## src/rtl/md_step_scheduler.sv

```systemverilog
// md_step_scheduler
//
// Runs the timestep loop of the MD engine. It decides which agent owns the
// per-cell position/velocity BRAM ports: the particle loader, phase 1
// (force/velocity update) or phase 3 (position update/migration).
//
// Behaviour:
//   - Counts the initial particle writes from the loader.
//   - Keeps phase 1 as the BRAM owner for a fixed drain window after p1_done,
//     so that in-flight writebacks can still land.
//   - Passes the BRAM ports to phase 3.
//   - Flips the double-buffer select after each completed step.
//   - Stops after the programmed number of steps.
//
// Parameters:
//   N_PARTICLES  particle writes expected before a run may start
//   P1_DRAIN     cycles phase 1 keeps ownership after p1_done
//   CNT_W        width of load_count
//
// Ports:
//   clk, reset     system clock, synchronous active-high reset
//   load_valid     loader offers one particle write this cycle
//   load_accept    (comb.) write accepted; write-enable qualifier for loader/BRAM
//   reload         in IDLE: clear load_count and return to LOAD
//   start          in IDLE: begin a run of n_steps steps
//   n_steps        step count, sampled on an accepted start
//   p1_done        phase 1 finished issuing work (level)
//   p3_done        phase 3 finished in all cells (level)
//   p1_ready       phase 1 enabled and owns the BRAM ports
//   p3_ready       phase 3 enabled and owns the BRAM ports
//   mem_sel        BRAM port mux: 0 loader, 1 phase 1, 2 phase 3, 3 none
//   double_buffer  buffer-half select, toggles per completed step
//   step_count     steps completed in the current run
//   load_count     particle writes accepted
//   busy           a run is in progress
//   done           one-cycle pulse when the run ends
module md_step_scheduler #(
  parameter int N_PARTICLES = 300,
  parameter int P1_DRAIN    = 99,
  parameter int CNT_W       = 10
) (
  input  logic             clk,
  input  logic             reset,
  input  logic             load_valid,
  output logic             load_accept,
  input  logic             reload,
  input  logic             start,
  input  logic [31:0]      n_steps,
  input  logic             p1_done,
  input  logic             p3_done,
  output logic             p1_ready,
  output logic             p3_ready,
  output logic [1:0]       mem_sel,
  output logic             double_buffer,
  output logic [31:0]      step_count,
  output logic [CNT_W-1:0] load_count,
  output logic             busy,
  output logic             done
);

  localparam int DRAIN_W = (P1_DRAIN > 1) ? $clog2(P1_DRAIN) : 1;
  localparam logic [CNT_W-1:0]   LOAD_LAST  = CNT_W'(N_PARTICLES - 1);
  localparam logic [DRAIN_W-1:0] DRAIN_LAST = DRAIN_W'(P1_DRAIN - 1);

  typedef enum logic [2:0] {
    S_LOAD,
    S_IDLE,
    S_P1_RUN,
    S_P1_DRAIN,
    S_P3_RUN,
    S_GAP
  } state_t;

  state_t             state_q, state_d;
  logic [CNT_W-1:0]   load_count_q, load_count_d;
  logic [31:0]        n_steps_q, n_steps_d;
  logic [31:0]        step_count_q, step_count_d;
  logic               double_buffer_q, double_buffer_d;
  logic [DRAIN_W-1:0] drain_q, drain_d;
  logic               done_q, done_d;
  logic [1:0]         mem_sel_q, mem_sel_d;
  logic               p1_ready_q, p1_ready_d;
  logic               p3_ready_q, p3_ready_d;
  logic               busy_q, busy_d;
  logic [31:0]        step_inc;

  assign load_accept = load_valid && (state_q == S_LOAD);
  assign step_inc    = step_count_q + 32'd1;

  // Next-state logic and datapath updates.
  always_comb begin
    state_d         = state_q;
    load_count_d    = load_count_q;
    n_steps_d       = n_steps_q;
    step_count_d    = step_count_q;
    double_buffer_d = double_buffer_q;
    drain_d         = drain_q;
    done_d          = 1'b0;

    case (state_q)
      S_LOAD: begin
        if (load_accept) begin
          load_count_d = load_count_q + CNT_W'(1);
          if (load_count_q == LOAD_LAST) begin
            state_d = S_IDLE;
          end
        end
      end

      S_IDLE: begin
        if (reload) begin
          // reload takes priority over start
          load_count_d = '0;
          state_d      = S_LOAD;
        end else if (start) begin
          if (n_steps == 32'd0) begin
            done_d = 1'b1;
          end else begin
            n_steps_d    = n_steps;
            step_count_d = '0;
            state_d      = S_P1_RUN;
          end
        end
      end

      S_P1_RUN: begin
        if (p1_done) begin
          drain_d = '0;
          state_d = S_P1_DRAIN;
        end
      end

      S_P1_DRAIN: begin
        drain_d = drain_q + DRAIN_W'(1);
        if (drain_q == DRAIN_LAST) begin
          state_d = S_P3_RUN;
        end
      end

      S_P3_RUN: begin
        if (p3_done) begin
          step_count_d    = step_inc;
          double_buffer_d = ~double_buffer_q;
          if (step_inc == n_steps_q) begin
            done_d  = 1'b1;
            state_d = S_IDLE;
          end else begin
            state_d = S_GAP;
          end
        end
      end

      S_GAP: begin
        state_d = S_P1_RUN;
      end

      default: begin
        state_d = S_LOAD;
      end
    endcase
  end

  // The outputs are decoded from the next state. Registering that decode
  // lets the outputs change on the same edge as the state register.
  always_comb begin
    mem_sel_d  = 2'd3;
    p1_ready_d = 1'b0;
    p3_ready_d = 1'b0;
    busy_d     = 1'b0;
    case (state_d)
      S_LOAD:     mem_sel_d = 2'd0;
      S_IDLE:     mem_sel_d = 2'd3;
      S_P1_RUN,
      S_P1_DRAIN: begin
        mem_sel_d  = 2'd1;
        p1_ready_d = 1'b1;
        busy_d     = 1'b1;
      end
      S_P3_RUN: begin
        mem_sel_d  = 2'd2;
        p3_ready_d = 1'b1;
        busy_d     = 1'b1;
      end
      S_GAP:      busy_d = 1'b1;
      default:    mem_sel_d = 2'd3;
    endcase
  end

  always_ff @(posedge clk) begin
    if (reset) begin
      state_q         <= S_LOAD;
      load_count_q    <= '0;
      n_steps_q       <= '0;
      step_count_q    <= '0;
      double_buffer_q <= 1'b0;
      drain_q         <= '0;
      done_q          <= 1'b0;
      mem_sel_q       <= 2'd0;
      p1_ready_q      <= 1'b0;
      p3_ready_q      <= 1'b0;
      busy_q          <= 1'b0;
    end else begin
      state_q         <= state_d;
      load_count_q    <= load_count_d;
      n_steps_q       <= n_steps_d;
      step_count_q    <= step_count_d;
      double_buffer_q <= double_buffer_d;
      drain_q         <= drain_d;
      done_q          <= done_d;
      mem_sel_q       <= mem_sel_d;
      p1_ready_q      <= p1_ready_d;
      p3_ready_q      <= p3_ready_d;
      busy_q          <= busy_d;
    end
  end

  assign p1_ready      = p1_ready_q;
  assign p3_ready      = p3_ready_q;
  assign mem_sel       = mem_sel_q;
  assign double_buffer = double_buffer_q;
  assign step_count    = step_count_q;
  assign load_count    = load_count_q;
  assign busy          = busy_q;
  assign done          = done_q;

endmodule

```

## config.mk

```make
export PLATFORM = sky130hd
export DESIGN_NAME = md_step_scheduler
export DESIGN_NICKNAME = d
export VERILOG_FILES = /design/src/rtl/md_step_scheduler.sv
export SDC_FILE = /design/constraint.sdc
export NUM_CORES = 1
export LEC_CHECK = 0
export CAP_MARGIN = 20
export CELL_PAD_IN_SITES_DETAIL_PLACEMENT = 0
export CELL_PAD_IN_SITES_GLOBAL_PLACEMENT = 1
export CORE_MARGIN = 2
export CORE_UTILIZATION = 44
export CTS_BUF_LIST = sky130_fd_sc_hd__clkbuf_8
export DETAILED_ROUTE_END_ITERATION = 16
export GPL_ROUTABILITY_DRIVEN = 0
export PLACE_DENSITY_LB_ADDON = 0.08
export SLEW_MARGIN = 30
export SYNTH_ARGS = -nofsm -noshare
export SYNTH_HDL_FRONTEND = slang
export SYNTH_SLANG_ARGS = --single-unit
```

## constraint.sdc

```tcl
create_clock -name clk -period 4.3 [get_ports clk]
set_input_delay 0.86 -clock clk [delete_from_list [all_inputs] [get_ports clk]]
set_output_delay 0.86 -clock clk [all_outputs]
set_load 0.02 [all_outputs]
```

==> results.cfg, run 1 <==
[cells_and_area]
insertedDiodeCount = 0
nFillCells = 1223
fin_util = 0.533
drive_above_1_share = 0.0714
area_growth_pct = 19.6
nets = 809
final_area_sq_um = 6680

[logic_synthesis]
async_reset_ff_frac = 0
ys_seq_elements = 91
avgSynthCellArea_sq_um = 7.97
synth_cell_type_count = 74
synth_top_family_by_area = simple AND/OR/NAND/NOR gates
syn-cell-area_sq_um = 5580
yosysSeqAreaShare = 0.326
synth_compound_area_frac = 0.143
synth_edf_count = 0
syn_inst = 700
synth_xor_area_frac = 0.0706
synth_warnings = 0
yosys.area_share.simple = 0.330
synth.area.mux_share = 0.0650
yosys_most_used_dff = dfxtp_1
syn-num-nets = 743
synthAdderAreaFrac = 0.00897

[die]
io_pins = 89
row_count = 41
die-area_sq_um = 13600
initial_core_util = 0.446
die-width_um = 117
coreArea_sq_um = 12500
fp.dieH_um = 117

[cts]
clk_path_buf_depth = 2
worstSkewPairLatency_ns = 0.39
root_buffer = clkbuf_8
post_cts_resized = 0
cts_buffers = 9
cts_tree = done
post_cts.repair.setup_buffers = 0
cts.sinks = 91
path_clk_slew_ns = 0.10
cts_hold_buf = 0
htreeDepth = 3

[detailed_routing]
drt-initial-drc-count = 360
viasPerCell = 5.83
ant_nets = 0
avgRoutedWirePerCell_um = 18.1
drc = 0
finalWirelength_um = 17100
num_vias = 5490
drt_first_pass_iters = 5

[timing]
finClkSkew_ns = 0.00720
final-hold-violation-count = 0
tightest_slew_ns = 0.743
period_minus_slack_ns = 3.23
fin_crit_sh = 0.752
finalWorstSetupSlack_ns = 1.07
rsz0062_at_grt = no
fin_tns_setup_ns = 0
finalMaxSlewViolations = 0
max_freq_mhz = 309
setup_viol = 0
slew_headroom = 0.500

[setup_path]
cp.arrival_ns = 3.52
endpoint_kind = register
worst-setup-path-type = register to register
path_max_fanout = 13
worst_setup_path_start_kind = register
crit_required_ns = 4.59

[min_path]
min_path_type = register to register

[global_route]
grt_pass1_wl_um = 27100
grt_overflow = 0
grt_use_total = 0.258
grtUsageMet3 = 0.0400
busiest_layer = met2
grt_pass1_vias = 4993
antenna_found_initial = 0
use_met2 = 0.398
met1_usage = 0.360
grt_max_degree = 61

[pwr]
total_power_mw = 1.53
ir_worst_vdd_mv = 0.169
p_per_area_nw_per_um2 = 229
p_leak_nw = 2.62

[place]
dp_slack_ns = 0.820
port_buffers = 88
placed_area_sq_um = 6490
dp_hpwl_um = 12600

[job]
drv_cap = 0

[outcome]
outcome = completed
layout make-up:
cell class | instances | area, sq um | share of cell area
sequential | 91 | 1820 | 0.273
inverter | 11 | 41.3 | 0.00618
clock inverter | 6 | 66.3 | 0.00993
clock buffer | 9 | 124 | 0.0186
multi-input combinational | 554 | 3450 | 0.516
tap | 172 | 215 | 0.0322
timing repair buffer | 99 | 961 | 0.144
cell usage after synthesis, drive strengths merged, types with 3 or more instances:
cell type / instances / area share
nor2: 110 / 0.074
dfxtp: 91 / 0.33
a21oi: 53 / 0.048
nand2: 42 / 0.028
o21ai: 41 / 0.037
clkbuf: 34 / 0.032
mux2i: 34 / 0.061
nand4: 31 / 0.040
xnor2: 23 / 0.036
xor2: 22 / 0.035
nor4: 21 / 0.028
or3: 20 / 0.023
nand3: 19 / 0.018
nor3: 18 / 0.017
and4: 11 / 0.018
inv: 11 / 0.0074
nor2b: 10 / 0.011
or4: 9 / 0.013
and3: 8 / 0.0090
buf: 8 / 0.013
a31oi: 6 / 0.0067
and2: 6 / 0.0072
nor3b: 6 / 0.0081
nor4b: 6 / 0.0094
a21o: 5 / 0.0067
nand2b: 5 / 0.0056
ha: 4 / 0.0090
nand3b: 4 / 0.0054
nand4b: 3 / 0.0047
o2111ai: 3 / 0.0047
o211ai: 3 / 0.0040
registers in the layout, summed over array words and instances, names as in the netlist:
name	cells
n_steps_q	32
step_count	32
load_count	10
drain_q	7
state_q	3
mem_sel	2
busy	1
done	1
double_buffer	1
p1_ready	1
p3_ready	1
worst max-delay path: stages, from the launching register on:
cell      delay, ns
dfxtp_1        0.59
nand4_2        0.35
nor4_4         0.56
xnor2_1        0.19
or4_1          0.50
nor4_1         0.27
and4_1         0.27
a311oi_1       0.10
a211o_1        0.29
per-stage QoR:
step                instances  hold WS [ns]
floorplan                 700         0.469
global placement          927         0.496
detailed placement        927         0.507
CTS                       942         0.523
global route              942         0.556
finish                    942         0.520
cell usage in the layout (no fill, tap or decap), types with 3 or more instances in the layout:
| master | synthesis | layout |
|---|---|---|
| o211ai_1 | 3 | 3 |
| clkdlybuf4s50_1 | 0 | 87 |
| nand2b_1 | 5 | 5 |
| xor2_1 | 22 | 22 |
| nor2_1 | 110 | 110 |
| o21ai_0 | 41 | 41 |
| a31oi_1 | 6 | 6 |
| or3_2 | 4 | 4 |
| nor4_1 | 18 | 18 |
| o2111ai_1 | 3 | 3 |
| and2_1 | 4 | 4 |
| nand4_1 | 28 | 28 |
| or4_2 | 4 | 4 |
| nor3b_1 | 6 | 6 |
| nand2_1 | 42 | 41 |
| inv_1 | 11 | 12 |
| dfxtp_1 | 91 | 91 |
| buf_4 | 1 | 12 |
| ha_1 | 4 | 4 |
| a21oi_1 | 53 | 53 |
| nand4b_1 | 3 | 3 |
| a21o_1 | 5 | 5 |
| nor3_1 | 17 | 17 |
| and3_1 | 8 | 8 |
| nor4b_1 | 6 | 6 |
| xnor2_1 | 23 | 23 |
| nand3_1 | 18 | 18 |
| or4_1 | 5 | 5 |
| mux2i_1 | 34 | 34 |
| or3_1 | 16 | 16 |
| clkbuf_8 | 5 | 9 |
| nor2b_1 | 10 | 10 |
| and4_1 | 9 | 9 |
| nand3b_1 | 4 | 4 |
where the power goes:
| part | internal [mW] | switching (mW) |
|---|---|---|
| clock | 0.268 | 0.336 |
| combinational | 0.0421 | 0.0362 |
| sequential | 0.844 | 0.00248 |
| total | 1.15 | 0.375 |
layer usage:
metal | vias up | part of all wire
met3 | 23 | 0.051
li1 | 2679 | -
met2 | 176 | 0.45
met1 | 2612 | 0.47
met5 | - | 0
met4 | 0 | 0.024
logic make-up after synthesis:
group	count (synthesis)
XOR/XNOR	45
AO/OA/AOI/OAI	134
adder cells (fa/ha/maj)	4
flip-flops	91
buffers and inverters	55
multiplexers	36
AND/OR/NAND/NOR	335
worst paths after layout:
path                        end          start  cells after the start  slack [ns]
hold / removal    load_count[9]  load_count[9]                      2        0.52
hold reg to reg   load_count[9]  load_count[9]                      2        0.52
setup reg to reg     mem_sel[1]  step_count[8]                      8        1.07
setup / recovery     mem_sel[1]  step_count[8]                      8        1.07
No activity file was read; power rests on OpenSTA's default activity.
==> run 2, diff against run 1 <==
--- a/config.mk
+++ b/config.mk
@@ -9,7 +9,7 @@
 export CELL_PAD_IN_SITES_DETAIL_PLACEMENT = 0
 export CELL_PAD_IN_SITES_GLOBAL_PLACEMENT = 1
 export CORE_MARGIN = 2
-export CORE_UTILIZATION = 44
+export CORE_UTILIZATION = 41
 export CTS_BUF_LIST = sky130_fd_sc_hd__clkbuf_8
 export DETAILED_ROUTE_END_ITERATION = 16
 export GPL_ROUTABILITY_DRIVEN = 0
==> constraint.sdc (replaced) <==
create_clock -name clk -period 3.2 [get_ports clk]
set_input_delay 0.64 -clock clk [delete_from_list [all_inputs] [get_ports clk]]
set_output_delay 0.64 -clock clk [all_outputs]
set_load 0.02 [all_outputs]
==> run 2 against run 1 <==
- register-to-register slack got worse by 0.87 ns
- final cell count increased by 3.1%
- via count increased by 1.9%
- power increased by 30%
- clock power increased by 23%
- first-iteration DRC count increased by 33%
- highest routed layer unchanged
- worst setup slack got worse by 0.87 ns
- routed wire length increased by 5.5%
- sequential cell count unchanged
- clock-buffer cell count unchanged
- sequential power increased by 35%
==> results.cfg, run 2 (synthesized netlist as in run 1, its figures left out) <==
[cts]
htreeDepth = 3
cts.sinks = 91
worstSkewPairLatency_ns = 0.38
root_buffer = clkbuf_8
clk_path_buf_depth = 2
path_clk_slew_ns = 0.10
cts_hold_buf = 0
cts_buffers = 9
cts_tree = done

[timing]
fin_tns_setup_ns = 0
period_minus_slack_ns = 3.00
finalMaxSlewViolations = 0
fin_hold_ws_ns = 0.529
tightest_slew_ns = 0.903
slew_headroom = 0.397
fin_crit_sh = 0.939
final-hold-violation-count = 0
setup_viol = 0
finalWorstSetupSlack_ns = 0.196
finClkSkew_ns = 0.0100
max_freq_mhz = 333

[global_route]
grt_overflow = 0
grt_use_total = 0.254
grt_pass1_vias = 5278
antenna_found_initial = 0
grt_pass1_wl_um = 29000
grt_max_degree = 34

[outcome]
outcome = completed

[pwr]
p_per_area_nw_per_um2 = 288
p_leak_nw = 2.78
ir_worst_vdd_mv = 0.265

[detailed_routing]
avgRoutedWirePerCell_um = 18.5
num_vias = 5592
drt_first_pass_iters = 5
finalWirelength_um = 18000
ant_nets = 0
viasPerCell = 5.76
drc = 0
drt-initial-drc-count = 480

[place]
port_buffers = 88
dp_hpwl_um = 13400
dp_slack_ns = 0.101

[cells_and_area]
final_common_cell = nor2_1
insertedDiodeCount = 0
final_cell_mix = nor2_1, dfxtp_1, clkdlybuf4s50_1
area_growth_pct = 23.4
drive_above_1_share = 0.103
nets = 833

[min_path]
hold_depth = 2
min_path_type = register to register
worstHoldEndpoint = n_steps_q[14]
worstHoldStart = n_steps_q[14]

[die]
initial_core_util = 0.421
coreArea_sq_um = 13200
io_pins = 89
die-area_sq_um = 14600
row_count = 42
die-width_um = 121
fp.dieH_um = 121

[setup_path]
timing.reg2reg.setup_slack_ns = 0.20
rr_worst_depth = 9
slowest_stage = dfxtp_1
path_buf_inv = 0
cp_top_family = simple AND/OR/NAND/NOR gates
worst-setup-path-type = register to register
path_cells = ha_1 -> and4_1 -> nand3_1 -> nor2_1 -> mux2_2 -> nor4_1 -> and4_1 -> a311oi_1 -> a211o_1
r2r-end = mem_sel[1]
cpPeakStageDelay_ns = 0.47
crit_required_ns = 3.48
path_max_fanout = 9
cp.arrival_ns = 3.28
worst_setup_path_start_kind = register
endpoint_kind = register
reg2reg_from = step_count[1]
worst_path_most_repeated_cell = and4_1

[job]
drv_cap = 0
run 2: changes by cell type in the layout (fill, tap and decap cells not counted), moves of 2 or more:
cell / previous run / this run
buf_4: 12 / 33
buf_12: 0 / 2
clkinv_4: 0 / 2
nor4_1: 18 / 16
run 2: per-layer routing:
| layer | share of wire | track usage | up-vias |
|---|---|---|---|
| li1 | - | - | 2726 |
| met1 | 0.47 | 0.356 | 2671 |
| met2 | 0.45 | 0.388 | 166 |
| met3 | 0.057 | 0.0542 | 29 |
| met4 | 0.023 | 0.0807 | 0 |
| met5 | 0 | 0 | - |
run 2: worst reg2reg max path, delay by kind of cell, from the launching register on:
family | cells | cell delay, ns
compound gates | 2 | 0.42
fa+ha+maj | 1 | 0.34
flops | 1 | 0.47
mux | 1 | 0.37
simple gates | 5 | 1.30
run 2: stage by stage:
stage | power (mW) | instances | util | area, sq um
final | 1.99 | 971 | 0.520 | 6890
after floorplan | 1.20 | 700 | - | 5580
after detailed placement | 1.27 | 954 | 0.505 | 6680
after global placement | 1.27 | 954 | 0.505 | 6680
after CTS | 2.00 | 970 | 0.518 | 6860
after global routing | 2.06 | 971 | 0.520 | 6890
run 2: timing repair:
| action | 4_1_cts | 5_1_grt |
|---|---|---|
| endpoints found under the hold margin | 0 | 0 |
| setup buffers | 0 | 1 |
| resized for setup | 0 | 4 |
| setup endpoints to repair | 0 | 2 |
run 2: worst max-delay path by stage:
stage / from / to / slack, ns / cells after the start
floorplan: state_q[0] / load_count[5] / 0.30 / 6
global placement: step_count[0] / mem_sel[1] / 0.16 / 9
detailed placement: step_count[0] / mem_sel[1] / 0.10 / 9
CTS: step_count[0] / mem_sel[1] / 0.07 / 9
global route: step_count[1] / mem_sel[1] / -0.005 / 9
finish: step_count[1] / mem_sel[1] / 0.20 / 9
run 2: area by class of cell:
cell class	instances	area (sq um)
timing repair buffer	123	1160
clock buffer	9	124
multi-input combinational	554	3470
sequential	91	1820
fill	1314	6350
inverter	11	41.3
tap	176	220
clock inverter	7	51.3
run 2: power breakdown:
group          total [mW]  internal [mW]  switching, mW
clock network       0.741          0.287          0.454
registers            1.14           1.13        0.00357
logic               0.107         0.0570         0.0497
total                1.99           1.48          0.508
